==> config.mk <==
export PLATFORM = sky130hd
export DESIGN_NAME = rr_grant_arbiter
export DESIGN_NICKNAME = d
export VERILOG_FILES = /design/src/rtl/rr_grant_arbiter.sv
export SDC_FILE = /design/constraint.sdc
export NUM_CORES = 1
export LEC_CHECK = 0
export ABC_AREA = 1
export CAP_MARGIN = 15
export CORE_MARGIN = 5
export CORE_UTILIZATION = 43
export CTS_BUF_LIST = sky130_fd_sc_hd__clkbuf_8
export CTS_CLUSTER_DIAMETER = 60
export DETAILED_ROUTE_END_ITERATION = 10
export PLACE_DENSITY = 0.68
export SKIP_CTS_REPAIR_TIMING = 1
export SYNTH_ARGS = -nofsm -noshare
export SYNTH_HDL_FRONTEND = slang
export SYNTH_SLANG_ARGS = --single-unit
==> constraint.sdc <==
create_clock -name clk -period 2.2 [get_ports clk]
set_clock_uncertainty 0.1 [all_clocks]
set_input_delay 0.44 -clock clk [delete_from_list [all_inputs] [get_ports clk]]
set_output_delay 0.44 -clock clk [all_outputs]
set_load 0.01 [all_outputs]
==> src/rtl/rr_grant_arbiter.sv <==
// rr_grant_arbiter: 3-requester round-robin grant FSM for the shared resource.
//
// Ports:
//   clk       - system clock, rising edge
//   reset     - synchronous active-high reset
//   r[3:1]    - request vector, r[k]=1 means requester k wants the resource
//   g[3:1]    - one-hot-or-zero grant, decoded from registered state
//   gid[1:0]  - encoded grant (0 = none, 1..3 = granted requester)
//   busy      - any grant active
//   hold_cnt  - cycles the current grant has been held minus 1, 0 when idle
//
// Build option: define GRANT_TIMEOUT_EN to force a handover once a grant has
// been held MAX_HOLD cycles while another requester is waiting.
module rr_grant_arbiter #(
  parameter int unsigned MAX_HOLD = 8,
  parameter int unsigned CNT_W    = 4
) (
  input  logic             clk,
  input  logic             reset,
  input  logic [3:1]       r,
  output logic [3:1]       g,
  output logic [1:0]       gid,
  output logic             busy,
  output logic [CNT_W-1:0] hold_cnt
);

`ifdef GRANT_TIMEOUT_EN
  localparam bit TIMEOUT_EN = 1'b1;
`else
  localparam bit TIMEOUT_EN = 1'b0;
`endif

  localparam logic [CNT_W-1:0] HOLD_SAT   = '1;
  localparam logic [CNT_W-1:0] HOLD_LIMIT = CNT_W'(MAX_HOLD - 1);

  // State code doubles as the granted requester id.
  typedef enum logic [1:0] {
    IDLE = 2'd0,
    G1   = 2'd1,
    G2   = 2'd2,
    G3   = 2'd3
  } state_e;

  state_e           state_q, state_d;
  logic [1:0]       lp_q, lp_d;
  logic [CNT_W-1:0] hold_q, hold_d;

  // One-hot decode of a requester id (0 -> no bit).
  function automatic logic [3:1] id_to_onehot(input logic [1:0] k);
    case (k)
      2'd1:    id_to_onehot = 3'b001;
      2'd2:    id_to_onehot = 3'b010;
      2'd3:    id_to_onehot = 3'b100;
      default: id_to_onehot = 3'b000;
    endcase
  endfunction

  // First requester in search order starting after lp, wrapping 3->1.
  function automatic logic [1:0] pick(input logic [3:1] req, input logic [1:0] lp);
    pick = 2'd0;
    case (lp)
      2'd1: begin
        if      (req[2]) pick = 2'd2;
        else if (req[3]) pick = 2'd3;
        else if (req[1]) pick = 2'd1;
      end
      2'd2: begin
        if      (req[3]) pick = 2'd3;
        else if (req[1]) pick = 2'd1;
        else if (req[2]) pick = 2'd2;
      end
      default: begin
        if      (req[1]) pick = 2'd1;
        else if (req[2]) pick = 2'd2;
        else if (req[3]) pick = 2'd3;
      end
    endcase
  endfunction

  // State register.
  always_ff @(posedge clk) begin
    if (reset) begin
      state_q <= IDLE;
      lp_q    <= 2'd3;
      hold_q  <= '0;
    end else begin
      state_q <= state_d;
      lp_q    <= lp_d;
      hold_q  <= hold_d;
    end
  end

  // Next-state logic.
  logic [1:0] cur_id;
  logic [1:0] win_id;
  logic       held;
  logic       force_rel;

  always_comb begin
    state_d   = state_q;
    lp_d      = lp_q;
    hold_d    = hold_q;
    cur_id    = 2'(state_q);
    held      = |(r & id_to_onehot(cur_id));
    win_id    = 2'd0;
    force_rel = 1'b0;

    if (state_q == IDLE) begin
      win_id = pick(r, lp_q);
      if (win_id != 2'd0) begin
        state_d = state_e'(win_id);
        lp_d    = win_id;
        hold_d  = '0;
      end
    end else begin
      // Candidates exclude the current holder, so it ranks lowest next round.
      win_id    = pick(r & ~id_to_onehot(cur_id), cur_id);
      force_rel = TIMEOUT_EN && (hold_q == HOLD_LIMIT) && (win_id != 2'd0);
      if (held && !force_rel) begin
        if (hold_q != HOLD_SAT) hold_d = hold_q + CNT_W'(1);
      end else begin
        // Direct handover, or IDLE when nobody else is waiting.
        state_d = state_e'(win_id);
        hold_d  = '0;
        if (win_id != 2'd0) lp_d = win_id;
      end
    end
  end

  // Output decode from registered state only.
  always_comb begin
    g        = id_to_onehot(2'(state_q));
    gid      = 2'(state_q);
    busy     = (state_q != IDLE);
    hold_cnt = hold_q;
  end

endmodule

==> report_table.html <==
<table>
<tr><th>Metric</th><th>Value</th></tr>
<tr><th colspan="2">Synthesis</th></tr>
<tr><td>Area share of and/or/nand/nor cells after synthesis</td><td>a little under half</td></tr>
<tr><td>Main combinational cell family by area after synthesis</td><td>simple AND/OR/NAND/NOR gates</td></tr>
<tr><td>Syn_nets</td><td>134</td></tr>
<tr><td>Synth Flop Type</td><td>sky130_fd_sc_hd__dfxtp_1</td></tr>
<tr><td>Share of synthesized area spent on multiplexers</td><td>0%</td></tr>
<tr><td>Yosys top cell area share</td><td>21.12%</td></tr>
<tr><td>Number of flops mapped to enable cells by yosys</td><td>0</td></tr>
<tr><td>Most frequent cells after synthesis</td><td>40 x sky130_fd_sc_hd__nand2_1, 18 x sky130_fd_sc_hd__inv_1, 12 x sky130_fd_sc_hd__nand3_1</td></tr>
<tr><td>Distinct cells, synth</td><td>20</td></tr>
<tr><td>Adder and majority gate portion of the synthesized area</td><td>around 12%</td></tr>
<tr><td>Post-Syn Area per Cell</td><td>6.215 sq um</td></tr>
<tr><td>Seq cells post-synth</td><td>8</td></tr>
<tr><td>Mapped Cells</td><td>~120</td></tr>
<tr><td>Synthesized-area fraction occupied by ao, oa, aoi and oai cells</td><td>8.746%</td></tr>
<tr><td>Fraction of synthesized cell area in xor and xnor cells</td><td>0%</td></tr>
<tr><td>Largest cells by area after synthesis</td><td>sky130_fd_sc_hd__dfxtp_1 21%, sky130_fd_sc_hd__nand2_1 20%, sky130_fd_sc_hd__ha_1 12%</td></tr>
<tr><td>Async set-reset flop share out of synthesis</td><td>0%</td></tr>
<tr><td>Share of the yosys chip area belonging to registers</td><td>21.12%</td></tr>
<tr><td>Post-Synthesis Cell Area</td><td>758.2 sq um</td></tr>
<tr><td>Cell type with the highest aggregate area in the netlist</td><td>sky130_fd_sc_hd__dfxtp_1</td></tr>
<tr><td>Most used standard cell by instance count after synthesis</td><td>sky130_fd_sc_hd__nand2_1</td></tr>
<tr><td>Yosys warns</td><td>0</td></tr>
<tr><th colspan="2">STA</th></tr>
<tr><td>Final number of hold-violating endpoints</td><td>0</td></tr>
<tr><td>Maximum clock rate</td><td>475.1 MHz</td></tr>
<tr><td>Setup repair after global routing missed its margin</td><td>no</td></tr>
<tr><td>Slew margin rel.</td><td>85.49%</td></tr>
<tr><td>Minimum clock period after layout</td><td>2.105 ns</td></tr>
<tr><td>Worst Tran Pin Value</td><td>between 0.2 and 0.25 ns</td></tr>
<tr><td>Final period utilization</td><td>95.68%</td></tr>
<tr><td>Number of failing setup endpoints in the final timing report</td><td>0</td></tr>
<tr><td>Number of pins with negative max-slew slack in the final report</td><td>0</td></tr>
<tr><th colspan="2">Worst setup path</th></tr>
<tr><td>Crit path buffers/inverters</td><td>3</td></tr>
<tr><td>Data arrival time of the critical path</td><td>between 1.5 and 2 ns</td></tr>
<tr><td>Cell depth of the worst setup path</td><td>4</td></tr>
<tr><td>Critical path capture point</td><td>busy</td></tr>
<tr><td>Worst R2R Path Depth</td><td>12</td></tr>
<tr><td>Category of cells accounting for the largest share of critical-path delay</td><td>buffers and inverters</td></tr>
<tr><td>Setup crit start kind</td><td>flop</td></tr>
<tr><td>Critical Path Slowest Stage Cell</td><td>sky130_fd_sc_hd__clkdlybuf4s50_1</td></tr>
<tr><td>Worst reg-to-reg setup slack</td><td>0.46 ns</td></tr>
<tr><td>Slowest cell delay on critical path</td><td>0.54 ns</td></tr>
<tr><td>Beginning of the critical path</td><td>gid[1]</td></tr>
<tr><td>Category of the most critical setup path</td><td>reg2out</td></tr>
<tr><td>Worst reg2reg path startpoint</td><td>lp_q[0]</td></tr>
<tr><td>Crit Path Max Fanout</td><td>5</td></tr>
<tr><td>Capture instance of the worst register-to-register path</td><td>lp_q[0]</td></tr>
<tr><td>Data required, critical path</td><td>1.66 ns</td></tr>
<tr><td>Sequence of cells on the critical path</td><td>inv_1 &gt; ha_1 &gt; inv_2 &gt; clkdlybuf4s50_1</td></tr>
<tr><td>CP endpoint kind</td><td>output port</td></tr>
<tr><th colspan="2">Clocking</th></tr>
<tr><td>TritonCTS buffer count</td><td>3</td></tr>
<tr><td>Clock tree root buffer cell</td><td>sky130_fd_sc_hd__clkbuf_8</td></tr>
<tr><td>Source-to-sink clock delay at the later pin of the worst-skew pair</td><td>0.22 ns</td></tr>
<tr><td>Clock tree from TritonCTS</td><td>yes</td></tr>
<tr><td>Maximum level of the CTS H-tree</td><td>1</td></tr>
<tr><td>Post-CTS clock slew at the launch and capture registers of the worst setup and hold paths</td><td>0.04 ns</td></tr>
<tr><td>Worst-case clock buffer depth</td><td>2</td></tr>
<tr><td>Clock net sink count</td><td>8</td></tr>
<tr><th colspan="2">Place</th></tr>
<tr><td>Number of placed instances, taps included</td><td>161</td></tr>
<tr><td>GPL Wtd Cong</td><td>0.7749</td></tr>
<tr><td>Hpwl dp</td><td>1274 microns</td></tr>
<tr><td>Placement-stage cell area</td><td>approximately 930 sq um</td></tr>
<tr><td>Count of input and output buffers</td><td>14</td></tr>
<tr><th colspan="2">Finish</th></tr>
<tr><td>Net total in the final layout</td><td>155</td></tr>
<tr><td>FILL cells</td><td>174</td></tr>
<tr><td>Post-route design area</td><td>987.2 sq um</td></tr>
<tr><td>Area growth from synthesis to layout</td><td>30.20%</td></tr>
<tr><td>Antenna cell count</td><td>0</td></tr>
<tr><td>Final standard cell count with taps included and fillers excluded</td><td>166</td></tr>
<tr><td>Share of cells above drive strength 1</td><td>16.31%</td></tr>
<tr><td>Finished Core Util</td><td>just under 60%</td></tr>
<tr><th colspan="2">Routing</th></tr>
<tr><td>DRC violation count after routing</td><td>0</td></tr>
<tr><td>Routed WL</td><td>1556 microns</td></tr>
<tr><td>Remaining number of nets flagged by the antenna check after routing</td><td>0</td></tr>
<tr><td>Total vias in the final route</td><td>765</td></tr>
<tr><td>Wirelength per Cell</td><td>9.373 microns</td></tr>
<tr><td>Post-detailed-route via-to-cell ratio</td><td>between 4 and 5</td></tr>
<tr><td>First-pass iteration count of the detailed router</td><td>4</td></tr>
<tr><td>Number of DRC markers in iteration 0</td><td>14</td></tr>
<tr><th colspan="2">Pwr</th></tr>
<tr><td>Power per cell area</td><td>around 1300 nW/um^2</td></tr>
<tr><td>Psw</td><td>0.5946 mW</td></tr>
<tr><td>Internal Dissipation</td><td>roughly 0.67 mW</td></tr>
<tr><td>Share of total power in combinational logic</td><td>67.3%</td></tr>
<tr><td>Proportion of power drawn by flip-flops and latches</td><td>between 10% and 20%</td></tr>
<tr><td>Net switching fraction of the power</td><td>47.02%</td></tr>
<tr><td>Clock group share of total power</td><td>13.6%</td></tr>
<tr><td>Leakage power</td><td>0.5151 nW</td></tr>
<tr><td>Max IR drop VDD</td><td>0.7860 mV</td></tr>
<tr><th colspan="2">Flow run</th></tr>
<tr><td>Number of max-capacitance violations reported</td><td>0</td></tr>
<tr><th colspan="2">Min path</th></tr>
<tr><td>Hold Crit Class</td><td>reg2reg</td></tr>
<tr><td>Number of instances on the worst hold path</td><td>2</td></tr>
<tr><th colspan="2">Floorplan</th></tr>
<tr><td>Vertical die dimension</td><td>51.99 microns</td></tr>
<tr><td>Initial core utilization</td><td>44.40%</td></tr>
<tr><td>Std cell rows</td><td>15</td></tr>
<tr><td>Chip Width</td><td>between 50 and 60 microns</td></tr>
<tr><td>Core area</td><td>1708 sq um</td></tr>
<tr><td>Area of the die</td><td>2703 sq um</td></tr>
<tr><td>Boundary Pins</td><td>15</td></tr>
<tr><th colspan="2">GRT</th></tr>
<tr><td>All-layer global routing usage</td><td>12.94%</td></tr>
<tr><td>Pin count of the biggest net entering global routing</td><td>8</td></tr>
<tr><td>Antenna violations before repair</td><td>0</td></tr>
<tr><td>Wire length of the first global-routing pass</td><td>roughly 2600 microns</td></tr>
<tr><td>Vias in the first global route</td><td>699</td></tr>
<tr><td>Sum of overflow across all layers after global routing</td><td>0</td></tr>
<tr><th colspan="2">Status</th></tr>
<tr><td>Run status</td><td>complete, no violations</td></tr>
</table>
per-layer routing:
layer / global-route usage, % / up-vias / part of all wire (%)
li1: - / 416 / -
met1: 14.51 / 327 / 47
met2: 23.43 / 18 / 47
met3: 1.719 / 4 / 4.2
met4: 6.550 / 0 / 1.7
met5: 0 / - / 0
sequential cells by signal, indices dropped and copies added (netlist names):
| name | flops |
|---|---|
| gid | 2 |
| hold_cnt | 4 |
| lp_q | 2 |
worst min-delay path, cell delays in order, from the launching register on:
cell and delay, ns:
sky130_fd_sc_hd__dfxtp_1 0.32, sky130_fd_sc_hd__nand2_1 0.06, sky130_fd_sc_hd__nand2_1 0.04
how the worst min path moves through the flow:
stage / start / endpoint
global placement: lp_q[0] / lp_q[0]
finish: lp_q[1] / lp_q[1]
CTS: lp_q[1] / lp_q[1]
global route: lp_q[0] / lp_q[0]
floorplan: lp_q[1] / lp_q[1]
detailed placement: lp_q[1] / lp_q[1]
metrics by stage:
step / TNS, ns / setup WS (ns) / power [mW] / hold WS, ns
2_1_floorplan: 0 / 0.5427 / 0.8425 / 0.3464
3_5_place_dp: 0 / 0.2156 / 1.065 / 0.3654
5_1_grt: 0 / 0.004819 / 1.409 / 0.3932
3_3_place_gp: 0 / 0.2471 / 1.059 / 0.3648
6_report: 0 / 0.09511 / 1.264 / 0.3693
4_1_cts: -0.03523 / -0.03523 / 1.248 / 0.3734
cell type report:
type | count | area (sq um) | area share, %
inverters | 22 | 87.58 | 8.872
well taps | 25 | 31.28 | 3.169
multi-input cells | 92 | 510.5 | 51.71
repair buffers | 16 | 155.1 | 15.72
flip-flops and latches | 8 | 161.4 | 16.35
clock buffers | 3 | 41.29 | 4.183
power groups by stage:
stage                     sequential [mW]  combinational (mW)  clock, mW
after global placement              0.240               0.819          0
after global routing                0.253               0.970      0.187
final                               0.241               0.851      0.172
after detailed placement            0.244               0.821          0
after floorplan                     0.246               0.597          0
after CTS                           0.241               0.828      0.179
cells in the final DEF, fill, tap and decap left out, drive strengths merged:
cell            n
buf             2
dfxtp           8
clkdlybuf4s50  14
ha              7
nand3          14
nand4           1
a31oi           1
o21ai           3
clkinv          1
nor2           12
nand2          48
inv            21
clkbuf          3
a21oi           6
cell families after synthesis:
logic type | after synthesis
buf+inv | 22
simple gates | 75
fa+ha+maj | 7
compound gates | 10
flops | 8
(Power assumes the default switching activity.)
